===== src/rtl/attack_sequencer_if.sv =====
// rtl/attack_sequencer_if.sv - player request/status and hit-report bundle for attack_sequencer
// master drives tick/requests and observes results; slave is the sequencer side.
interface attack_sequencer_if;
   logic       gameTicks;
   logic [1:0] p1Combo;
   logic [1:0] p2Combo;
   logic       p1Stunned;
   logic       p2Stunned;
   logic       p1Blocking;
   logic       p2Blocking;
   logic       p1InRange;
   logic       p2InRange;
   logic       p1Attacking;
   logic       p2Attacking;
   logic [1:0] p1Phase;
   logic [1:0] p2Phase;
   logic       p1HitStrobe;
   logic       p2HitStrobe;
   logic [4:0] p1HitDamage;
   logic [4:0] p2HitDamage;
   logic       clashStrobe;

   modport master (
      output gameTicks, p1Combo, p2Combo, p1Stunned, p2Stunned,
             p1Blocking, p2Blocking, p1InRange, p2InRange,
      input  p1Attacking, p2Attacking, p1Phase, p2Phase,
             p1HitStrobe, p2HitStrobe, p1HitDamage, p2HitDamage, clashStrobe
   );

   modport slave (
      input  gameTicks, p1Combo, p2Combo, p1Stunned, p2Stunned,
             p1Blocking, p2Blocking, p1InRange, p2InRange,
      output p1Attacking, p2Attacking, p1Phase, p2Phase,
             p1HitStrobe, p2HitStrobe, p1HitDamage, p2HitDamage, clashStrobe
   );
endinterface


===== src/rtl/attack_sequencer.sv =====
// rtl/attack_sequencer.sv - two-player STARTUP/ACTIVE/RECOVERY attack sequencer with hit/block/clash resolution
// Define CHIP_DAMAGE_EN to give blocked hits a quarter of the level damage.
module attack_sequencer #(
   parameter int STARTUP_L1   = 2,
   parameter int STARTUP_L2   = 3,
   parameter int STARTUP_L3   = 4,
   parameter int ACTIVE_TICKS = 2,
   parameter int RECOVER_L1   = 3,
   parameter int RECOVER_L2   = 5,
   parameter int RECOVER_L3   = 8,
   parameter int DMG_L1       = 5,
   parameter int DMG_L2       = 10,
   parameter int DMG_L3       = 20
) (
   input  logic               clk,
   input  logic               reset,
   attack_sequencer_if.slave  bus
);

   typedef enum logic [1:0] {
      IDLE     = 2'd0,
      STARTUP  = 2'd1,
      ACTIVE   = 2'd2,
      RECOVERY = 2'd3
   } phase_t;

   function automatic logic [7:0] dur(input int n);
      if (n < 1)   return 8'd1;
      if (n > 255) return 8'd255;
      return 8'(n);
   endfunction

   function automatic logic [4:0] sat5(input int n);
      if (n < 0)  return 5'd0;
      if (n > 31) return 5'd31;
      return 5'(n);
   endfunction

   localparam logic [7:0] C_ST1 = dur(STARTUP_L1);
   localparam logic [7:0] C_ST2 = dur(STARTUP_L2);
   localparam logic [7:0] C_ST3 = dur(STARTUP_L3);
   localparam logic [7:0] C_ACT = dur(ACTIVE_TICKS);
   localparam logic [7:0] C_RC1 = dur(RECOVER_L1);
   localparam logic [7:0] C_RC2 = dur(RECOVER_L2);
   localparam logic [7:0] C_RC3 = dur(RECOVER_L3);
   localparam logic [4:0] C_DM1 = sat5(DMG_L1);
   localparam logic [4:0] C_DM2 = sat5(DMG_L2);
   localparam logic [4:0] C_DM3 = sat5(DMG_L3);

   function automatic logic [7:0] startup_len(input logic [1:0] lvl);
      case (lvl)
         2'd1:    return C_ST1;
         2'd2:    return C_ST2;
         default: return C_ST3;
      endcase
   endfunction

   function automatic logic [7:0] recover_len(input logic [1:0] lvl);
      case (lvl)
         2'd1:    return C_RC1;
         2'd2:    return C_RC2;
         default: return C_RC3;
      endcase
   endfunction

   function automatic logic [4:0] damage_of(input logic [1:0] lvl);
      case (lvl)
         2'd1:    return C_DM1;
         2'd2:    return C_DM2;
         2'd3:    return C_DM3;
         default: return 5'd0;
      endcase
   endfunction

   logic       r_ticks_q;
   logic       r_clash;
   logic       w_tick;
   logic       w_both;
   logic       w_clash;
   logic [1:0] w_combo [2];
   logic       w_stun  [2];
   logic       w_blk   [2];
   logic       w_inr   [2];
   logic       w_enter [2];
   logic [1:0] w_level [2];
   phase_t     w_phase [2];
   logic       w_hit   [2];
   logic [4:0] w_dmg   [2];

   assign w_combo[0] = bus.p1Combo;
   assign w_combo[1] = bus.p2Combo;
   assign w_stun[0]  = bus.p1Stunned;
   assign w_stun[1]  = bus.p2Stunned;
   assign w_blk[0]   = bus.p1Blocking;
   assign w_blk[1]   = bus.p2Blocking;
   assign w_inr[0]   = bus.p1InRange;
   assign w_inr[1]   = bus.p2InRange;

   assign w_tick  = bus.gameTicks & ~r_ticks_q;
   // Only a mutual in-range entry is contested; otherwise each side resolves alone.
   assign w_both  = w_enter[0] & w_enter[1] & w_inr[0] & w_inr[1];
   assign w_clash = w_both & (w_level[0] == w_level[1]);

   always_ff @(posedge clk) begin
      if (reset) begin
         r_ticks_q <= 1'b0;
         r_clash   <= 1'b0;
      end else begin
         r_ticks_q <= bus.gameTicks;
         r_clash   <= w_clash;
      end
   end

   for (genvar g = 0; g < 2; g++) begin : g_player
      localparam int O = 1 - g;

      phase_t     r_phase;
      logic [7:0] r_cnt;
      logic [1:0] r_level;
      logic       r_armed;
      logic       r_hit;
      logic [4:0] r_dmg;
      logic       w_skip;
      logic       w_hit_now;
      logic [4:0] w_full;
      logic [4:0] w_blocked;
      logic [4:0] w_dmg_now;

      assign w_enter[g] = w_tick & (r_phase == STARTUP) & ~w_stun[g] & (r_cnt == 8'd1);
      // Lower (or equal) level in a contested entry loses ACTIVE entirely.
      assign w_skip     = w_both & (r_level <= w_level[O]);
      assign w_hit_now  = w_enter[g] & w_inr[g] & ~w_skip;
      assign w_full     = damage_of(r_level);
`ifdef CHIP_DAMAGE_EN
      assign w_blocked  = w_full >> 2;
`else
      assign w_blocked  = 5'd0;
`endif
      assign w_dmg_now  = w_hit_now ? (w_blk[O] ? w_blocked : w_full) : 5'd0;

      always_ff @(posedge clk) begin
         if (reset) begin
            r_phase <= IDLE;
            r_cnt   <= 8'd0;
            r_level <= 2'd0;
            r_armed <= 1'b1;
            r_hit   <= 1'b0;
            r_dmg   <= 5'd0;
         end else begin
            r_hit <= w_hit_now;
            r_dmg <= w_dmg_now;
            if (w_tick) begin
               case (r_phase)
                  IDLE: begin
                     if ((w_combo[g] != 2'd0) && !w_stun[g] && r_armed) begin
                        r_phase <= STARTUP;
                        r_cnt   <= startup_len(w_combo[g]);
                        r_level <= w_combo[g];
                        r_armed <= 1'b0;
                     end else if (w_combo[g] == 2'd0) begin
                        r_armed <= 1'b1;
                     end
                  end
                  STARTUP: begin
                     if (w_stun[g]) begin
                        r_phase <= IDLE;
                        r_cnt   <= 8'd0;
                     end else if (r_cnt <= 8'd1) begin
                        if (w_skip) begin
                           r_phase <= RECOVERY;
                           r_cnt   <= recover_len(r_level);
                        end else begin
                           r_phase <= ACTIVE;
                           r_cnt   <= C_ACT;
                        end
                     end else begin
                        r_cnt <= r_cnt - 8'd1;
                     end
                  end
                  ACTIVE: begin
                     if (r_cnt <= 8'd1) begin
                        r_phase <= RECOVERY;
                        r_cnt   <= recover_len(r_level);
                     end else begin
                        r_cnt <= r_cnt - 8'd1;
                     end
                  end
                  default: begin
                     if (r_cnt <= 8'd1) begin
                        r_phase <= IDLE;
                        r_cnt   <= 8'd0;
                     end else begin
                        r_cnt <= r_cnt - 8'd1;
                     end
                  end
               endcase
            end
         end
      end

      assign w_phase[g] = r_phase;
      assign w_level[g] = r_level;
      assign w_hit[g]   = r_hit;
      assign w_dmg[g]   = r_dmg;
   end

   assign bus.p1Phase     = w_phase[0];
   assign bus.p2Phase     = w_phase[1];
   assign bus.p1Attacking = (w_phase[0] != IDLE);
   assign bus.p2Attacking = (w_phase[1] != IDLE);
   assign bus.p1HitStrobe = w_hit[0];
   assign bus.p2HitStrobe = w_hit[1];
   assign bus.p1HitDamage = w_dmg[0];
   assign bus.p2HitDamage = w_dmg[1];
   assign bus.clashStrobe = r_clash;

endmodule

===== src/flat_wrapper.sv =====
// flat-port wrapper written by rule: the top's interface ports become plain ports
module attack_sequencer_flat 
#(
   parameter int STARTUP_L1   = 2,
   parameter int STARTUP_L2   = 3,
   parameter int STARTUP_L3   = 4,
   parameter int ACTIVE_TICKS = 2,
   parameter int RECOVER_L1   = 3,
   parameter int RECOVER_L2   = 5,
   parameter int RECOVER_L3   = 8,
   parameter int DMG_L1       = 5,
   parameter int DMG_L2       = 10,
   parameter int DMG_L3       = 20
)
  (clk, reset, bus_gameTicks, bus_p1Combo, bus_p2Combo, bus_p1Stunned, bus_p2Stunned, bus_p1Blocking, bus_p2Blocking, bus_p1InRange, bus_p2InRange, bus_p1Attacking, bus_p2Attacking, bus_p1Phase, bus_p2Phase, bus_p1HitStrobe, bus_p2HitStrobe, bus_p1HitDamage, bus_p2HitDamage, bus_clashStrobe);
  attack_sequencer_if bus_i ();
  input  logic clk;
  input  logic reset;
  input wire logic [$bits(bus_i.gameTicks)-1:0] bus_gameTicks;
  input wire logic [$bits(bus_i.p1Combo)-1:0] bus_p1Combo;
  input wire logic [$bits(bus_i.p2Combo)-1:0] bus_p2Combo;
  input wire logic [$bits(bus_i.p1Stunned)-1:0] bus_p1Stunned;
  input wire logic [$bits(bus_i.p2Stunned)-1:0] bus_p2Stunned;
  input wire logic [$bits(bus_i.p1Blocking)-1:0] bus_p1Blocking;
  input wire logic [$bits(bus_i.p2Blocking)-1:0] bus_p2Blocking;
  input wire logic [$bits(bus_i.p1InRange)-1:0] bus_p1InRange;
  input wire logic [$bits(bus_i.p2InRange)-1:0] bus_p2InRange;
  output wire logic [$bits(bus_i.p1Attacking)-1:0] bus_p1Attacking;
  output wire logic [$bits(bus_i.p2Attacking)-1:0] bus_p2Attacking;
  output wire logic [$bits(bus_i.p1Phase)-1:0] bus_p1Phase;
  output wire logic [$bits(bus_i.p2Phase)-1:0] bus_p2Phase;
  output wire logic [$bits(bus_i.p1HitStrobe)-1:0] bus_p1HitStrobe;
  output wire logic [$bits(bus_i.p2HitStrobe)-1:0] bus_p2HitStrobe;
  output wire logic [$bits(bus_i.p1HitDamage)-1:0] bus_p1HitDamage;
  output wire logic [$bits(bus_i.p2HitDamage)-1:0] bus_p2HitDamage;
  output wire logic [$bits(bus_i.clashStrobe)-1:0] bus_clashStrobe;
  assign bus_i.gameTicks = bus_gameTicks;
  assign bus_i.p1Combo = bus_p1Combo;
  assign bus_i.p2Combo = bus_p2Combo;
  assign bus_i.p1Stunned = bus_p1Stunned;
  assign bus_i.p2Stunned = bus_p2Stunned;
  assign bus_i.p1Blocking = bus_p1Blocking;
  assign bus_i.p2Blocking = bus_p2Blocking;
  assign bus_i.p1InRange = bus_p1InRange;
  assign bus_i.p2InRange = bus_p2InRange;
  assign bus_p1Attacking = bus_i.p1Attacking;
  assign bus_p2Attacking = bus_i.p2Attacking;
  assign bus_p1Phase = bus_i.p1Phase;
  assign bus_p2Phase = bus_i.p2Phase;
  assign bus_p1HitStrobe = bus_i.p1HitStrobe;
  assign bus_p2HitStrobe = bus_i.p2HitStrobe;
  assign bus_p1HitDamage = bus_i.p1HitDamage;
  assign bus_p2HitDamage = bus_i.p2HitDamage;
  assign bus_clashStrobe = bus_i.clashStrobe;
  attack_sequencer #(.STARTUP_L1(STARTUP_L1), .STARTUP_L2(STARTUP_L2), .STARTUP_L3(STARTUP_L3), .ACTIVE_TICKS(ACTIVE_TICKS), .RECOVER_L1(RECOVER_L1), .RECOVER_L2(RECOVER_L2), .RECOVER_L3(RECOVER_L3), .DMG_L1(DMG_L1), .DMG_L2(DMG_L2), .DMG_L3(DMG_L3)) u_core (.clk(clk), .reset(reset), .bus(bus_i));
endmodule

===== config.mk =====
export PLATFORM = sky130hd
export DESIGN_NAME = attack_sequencer_flat
export DESIGN_NICKNAME = d
export VERILOG_FILES = /design/src/rtl/attack_sequencer_if.sv /design/src/rtl/attack_sequencer.sv /design/src/flat_wrapper.sv
export SDC_FILE = /design/constraint.sdc
export NUM_CORES = 1
export LEC_CHECK = 0
export CAP_MARGIN = 20
export CORE_ASPECT_RATIO = 0.8
export CORE_UTILIZATION = 49
export DETAILED_ROUTE_END_ITERATION = 7
export HOLD_SLACK_MARGIN = 0.03
export MAX_ROUTING_LAYER = met4
export PLACE_DENSITY = 0.72
export SLEW_MARGIN = 20
export SYNTH_ARGS = -nofsm -noshare
export SYNTH_HDL_FRONTEND = slang
export SYNTH_SLANG_ARGS = --single-unit

===== constraint.sdc =====
create_clock -name clk -period 2.23 [get_ports clk]
set_input_delay 0.5575 -clock clk [delete_from_list [all_inputs] [get_ports clk]]
set_output_delay 0.5575 -clock clk [all_outputs]
set_load 0.02 [all_outputs]

# Yosys cells after proc, flatten, opt, wreduce, memory -nomap -nowiden
# Cells that the tools add are included.
[classes] addsub=2 magnitude_cmp=4 n_eq_ne=23 n_mux=38 n_bitwise=24 reduce_logical=28
[ops] op="$mux W8" count=12
[ops] op="$pmux W8 S3" count=2
[ops] op="$pmux W5 S3" count=2
[ops] op="$mux W2" count=10
[ops] op="$and A1 B1 Y1" count=17
[ops] op="$eq A2 B2 Y1 const B" count=8
[ops] op="$eq A8 B1 Y1 const B" count=2
[ops] op="$le A8 B1 Y1 const B" count=2
[ops] op="$pmux W4 S2" count=2
[ops] op="$sub A8 B1 Y8 const B" count=2
[ops] op="$eq A2 B1 Y1 const B" count=6
[ops] op="$pmux W2 S3" count=2
[ops] op="$pmux W3 S2" count=2
[ops] op="$reduce_and A3 Y1" count=4
[ops] op="$reduce_bool A2 Y1" count=6
[ops] op="$reduce_and A5 Y1" count=2
[ops] op="$logic_not A2 Y1" count=4
[ops] op="$ne A2 B1 Y1 const B" count=4
[ops] op="$not A1 Y1" count=7
[ops] op="$mux W1" count=6
[ops] op="$ne A3 B3 Y1 const B" count=2
[ops] op="$reduce_bool A3 Y1" count=2
[ops] op="$reduce_or A3 Y1" count=2
[ops] op="$le A2 B2 Y1" count=2
[ops] op="other kinds (4)" count=9
[totals] register_bits=40 input_bits=13 output_inout_bits=19 word_cells=133

# Longest topological paths before layout
[depth] ltp_word=13 ltp_mapped=8 depth_no_buf=7

# Worst setup path before layout
# OpenSTA, ideal clock, no wires.
[synth_path] path_kind="reg-to-reg" startpoint="register u_core.g_player[0].r_level[1]" endpoint="register u_core.g_player[1].r_cnt[0]" setup_ns=0.086 arrival_time_ns=2.008 t_required_ns=2.144 path_slack_ns=0.136 path_stages_with_launch=8 n_path_buf=0 synth_period_minus_slack_ns=2.094 path_cell_list="dfxtp_1 > inv_1 > ha_1 > nor2b_1 > o21ai_0 > or3b_4 > a311o_1 > a221oi_2"
[synth_via] elab_chain_len=6
[synth_lines] item="start: declaration" line="attack_sequencer.sv:119" source="logic [1:0] r_level;"
[synth_lines] item="start signal: assignment" line="attack_sequencer.sv:158" source="r_level <= w_combo[g];"
[synth_lines] item="$le A2 B2 Y1" line="attack_sequencer.sv:131" source="assign w_skip = w_both & (r_level <= w_level[O]);"
[synth_lines] item="$and A1 B1 Y1" line="attack_sequencer.sv:131"
[synth_lines] item="$mux W8" line="attack_sequencer.sv:169" source="if (w_skip) begin"
[synth_lines] item="$mux W8" line="attack_sequencer.sv:168" source="end else if (r_cnt <= 8'd1) begin"
[synth_lines] item="$mux W8" line="attack_sequencer.sv:165" source="if (w_stun[g]) begin"
[synth_lines] item="$pmux W8 S3" line="attack_sequencer.sv:153" source="case (r_phase)"
[synth_lines] item="end signal: assignment" line="attack_sequencer.sv:157" source="r_cnt <= startup_len(w_combo[g]);"
[synth_lines] item="end signal: assignment" line="attack_sequencer.sv:171" source="r_cnt <= recover_len(r_level);"
[synth_lines] item="end signal: assignment" line="attack_sequencer.sv:177" source="r_cnt <= r_cnt - 8'd1;"
[synth_lines] item="end: declaration" line="attack_sequencer.sv:118" source="logic [7:0] r_cnt;"
# No other way between the ends.
# A chain may end at the register's enable or synchronous reset.

# Worst setup path in the final report
[layout_path] startpoint="input port bus_p2InRange" endpoint="register u_core.g_player[1].r_cnt[1]"
[layout_via] elab_chain_len=6
[layout_lines] item="start: declaration" line="flat_wrapper.sv:27" source="input wire logic [$bits(bus_i.p2InRange)-1:0] bus_p2InRange;"
[layout_lines] item="$and A1 B1 Y1" line="attack_sequencer.sv:101" source="assign w_both = w_enter[0] & w_enter[1] & w_inr[0] & w_inr[1];"
[layout_lines] item="$and A1 B1 Y1" line="attack_sequencer.sv:131"
[layout_lines] item="$mux W8" line="attack_sequencer.sv:169"
[layout_lines] item="$mux W8" line="attack_sequencer.sv:168"
[layout_lines] item="$mux W8" line="attack_sequencer.sv:165"
[layout_lines] item="$pmux W8 S3" line="attack_sequencer.sv:153"
# No other way between the ends.

==> results_dict.tcl <==
set metrics [dict create \
    dp_hpwl_microns 4452 \
    crit_path_top_delay_cell "clkdlybuf4s50_1" \
    timing.final.crit_period_ns 2.172 \
    layout.cells.most_common_list "49 x buf_4, 37 x dfxtp_1, 34 x nor2_1, 26 x clkdlybuf4s50_1, 21 x inv_1" \
    die_height_microns 62.56 \
    core_area_sq_um 4283 \
    maximum_number_of_pins_on_one_net_before_global_route_repair 18 \
    critical-path-top-delay-family "buffers and inverters" \
    p_sw_mw 0.5638 \
    crit_type "in -> reg" \
    p_int_mw 1.287 \
    power_leakage_nw 1.304 \
    fin_setup_tns_ns 0 \
    seq_area_frac_synth 0.3387 \
    report.final.slew_viol_count 0 \
    post_synth_mux_area_share 0.01337 \
    drv_cap 0 \
    tritoncts_num_sinks 38 \
    result_of_the_run "complete, no violations" \
    cpMostUsedCell "buf_4" \
    average_vias_per_placed_instance 5.543 \
    post_synth_instance_area_sq_um 2246 \
    ctsHoldBuffers 0 \
    ctsRootBufferMaster "clkbuf_8" \
    place_worst_setup_slack_ns -0.4710 \
    synth_top_flop_cell "dfxtp_1" \
    wire_per_inst_microns 14.86 \
    via_count_of_the_first_global_routing_pass 2014 \
    timing.critical_path.required_ns 2.39 \
    grt_overflow_total 0 \
    drt_first_pass_iters 5 \
    antenna-diode-count 0 \
    postRouteWirelength_microns 5915 \
    routed-via-count 2206 \
    max_slew_margin 0.6699 \
    synth-warning-count 0 \
    gp_congestion 0.9407 \
    dpl_cell_area_sq_um 2942 \
    synthesis.area_per_instance_sq_um 8.605 \
    hold_depth 2 \
    instances_no_fill 398 \
    final_util 0.7286 \
    place_inst 388 \
    fin_area_sq_um 3120 \
    syn_nets 294 \
    finalWorstSetupSlack_ns 0.05761 \
    drive_gt1_frac 0.2258 \
    p_sw_frac 0.3046 \
    async_reset_ff_frac 0 \
    synth.distinct_cells 55 \
    worst_setup_path_end_kind "flip-flop" \
    grt_pass1_wl_microns 9729 \
    grtUsageTotal 0.2650 \
    worstPathArrival_ns 2.34 \
    detail_route.drc_violations 0 \
    num-fill-cells 358 \
    synthesis.instances 261 \
    synth_xor_xnor_area_share 0.03510 \
    drt.antenna.violating_nets 0 \
    combPwrFrac 0.284 \
    worst_path_largest_cell_delay_ns 0.46 \
    numPortBuffers 31 \
    cp.depth 9 \
    synth-compound-area-share 0.1944 \
    final.setup_skew_ns 0.005857 \
    cp_cell_sequence "clkdlybuf4s50_1, and3_1, nand4_4, or3b_4, buf_4, buf_4, buf_4, nand4_1, a211oi_1" \
    initial_core_util 0.5244 \
    cts_tree "done" \
    min-delay-path-class "reg -> reg" \
    post_synth_and_or_nand_nor_area_fraction 0.2546 \
    clock.fmax_mhz 460.3 \
    sequential_cell_area_sq_um 762.0 \
    cts_buffers 5 \
    die-width_microns 77.69 \
    tightestPinTransition_ns 0.4930 \
    area_delta_synth_final_pct 38.94 \
    seqPwrFrac 0.406 \
    worst-r2r-cell-count 10 \
    synth_edf_count 0 \
    initial_antenna_violation_count 0 \
    clkPwrFrac 0.310 \
    timing_hold_violations_final 0 \
    clock_latency_ns 0.29 \
    drtIter0Drc 120 \
    crit_fanout 4 \
    path_clk_slew_ns 0.08 \
    period_share 0.9742 \
    synth_seq_cells 38 \
    synth_adder_area_share 0.1114 \
    h_tree_depth 2 \
    setup_viol_count_final 0 \
    irDropWorstVdd_uv 492.5 \
    layout_commonest_cell "buf_4" \
    synth_top_family_by_area "simple AND/OR/NAND/NOR gates" \
    multiInputGateArea_sq_um 1421 \
    nNetsFinal 373 \
    pin_count 32 \
    startpoint_type "input port" \
    cellPowerDensity_nw_per_um2 593.2 \
    critPathBufInv 4 \
    design.die.area_sq_um 4860 \
    num_rows 21 \
    maximum_count_of_clock_buffers_along_a_single_path 2 \
]
worst paths after layout:
| check | end | slack (ns) | from |
|---|---|---|---|
| worst max-delay path | u_core.g_player[1].r_cnt[1]$_SDFFE_PP0P_ | 0.06 | bus_p2InRange |
| worst min-delay path | u_core.g_player[0].r_armed$_SDFFE_PP1P_ | 0.49 | u_core.g_player[0].r_armed$_SDFFE_PP1P_ |
| worst max register to register | u_core.g_player[1].r_cnt[1]$_SDFFE_PP0P_ | 0.08 | u_core.g_player[0].r_cnt[1]$_SDFFE_PP0P_ |
| worst min register to register | u_core.g_player[0].r_armed$_SDFFE_PP1P_ | 0.49 | u_core.g_player[0].r_armed$_SDFFE_PP1P_ |
sequential cells by signal (all words and copies together), names as in the netlist:
name,flops
u_core.bus.p1HitDamage,4
u_core.g_player.r_cnt,16
u_core.bus.p2HitDamage,4
u_core.bus.p1HitStrobe,1
u_core.bus.clashStrobe,1
u_core.r_ticks_q,1
u_core.bus.p2Phase,2
u_core.bus.p2HitStrobe,1
u_core.g_player.r_level,4
u_core.g_player.r_armed,2
u_core.bus.p1Phase,2
through the flow:
stage / hold slack (ns) / power, mW
after floorplan: 0.4507 / 1.062
after global placement: 0.4688 / 1.259
after detailed placement: 0.4666 / 1.259
after CTS: 0.4919 / 1.836
after global routing: 0.5177 / 1.953
final: 0.4905 / 1.851
repair_timing:
| item | 4_1_cts | 5_1_grt |
|---|---|---|
| gates resized for setup | 6 | 13 |
| pin swaps | 5 | 4 |
| buffers inserted | 1 | 1 |
| setup endpoints to repair | 3 | 19 |
synth_stat cells, drive strengths merged, types with 2 or more instances:
cell type	n	share of area
a211oi	3	0.010
a21oi	10	0.022
a221oi	2	0.011
a222oi	2	0.0089
a22oi	2	0.0067
a311o	2	0.0089
a31oi	3	0.0084
a32o	2	0.0089
and2	6	0.017
and3	2	0.0061
and3b	2	0.0078
buf	3	0.0089
clkbuf	5	0.0084
dfxtp	38	0.34
ha	20	0.11
inv	21	0.035
mux2i	3	0.013
nand2	8	0.013
nand3	12	0.027
nand4	6	0.023
nor2	34	0.057
nor2b	4	0.011
nor3	10	0.022
nor3b	3	0.010
nor4	3	0.018
nor4b	2	0.0078
o2111ai	3	0.012
o21a	4	0.013
o21ai	13	0.029
o31ai	5	0.017
or2	4	0.011
or4	2	0.0072
xnor2	3	0.012
xor2	6	0.023
power by group through the flow:
stage / Sequential (mW) / Clock (mW) / Combinational [mW]
2_1_floorplan: 0.761 / 0 / 0.301
3_3_place_gp: 0.761 / 0 / 0.498
3_5_place_dp: 0.761 / 0 / 0.498
4_1_cts: 0.746 / 0.587 / 0.503
5_1_grt: 0.755 / 0.622 / 0.576
6_report: 0.751 / 0.574 / 0.526
cells by family after synthesis:
kind of cell / count (synthesis)
adders and majority gates: 20
DFF: 38
buffers and inverters: 29
xor gates and xnor gates: 9
muxes: 3
AOI/OAI and AO/OA: 60
and+or+nand+nor: 102
worst min-delay path: stages (launching register included):
cell	delay [ns]
dfxtp_1	0.31
o31ai_1	0.06
nand3_1	0.07
metal layers:
| layer | wire [microns] | track usage | vias to the layer above |
|---|---|---|---|
| met5 | 0 | - | - |
| met4 | 54 | 0.07075 | 0 |
| met3 | 500 | 0.06715 | 6 |
| met2 | 2362 | 0.3684 | 84 |
| met1 | 2998 | 0.3773 | 1011 |
| li1 | - | - | 1105 |
cell type report:
class                      count  area share
timing repair buffer          80      0.2181
inverter                      21     0.02526
clock inverter                 1    0.009623
tap                           57     0.02285
sequential                    38      0.2442
clock buffer                   7     0.02446
multi-input combinational    194      0.4555
No activity file was read; power rests on OpenSTA's default activity.
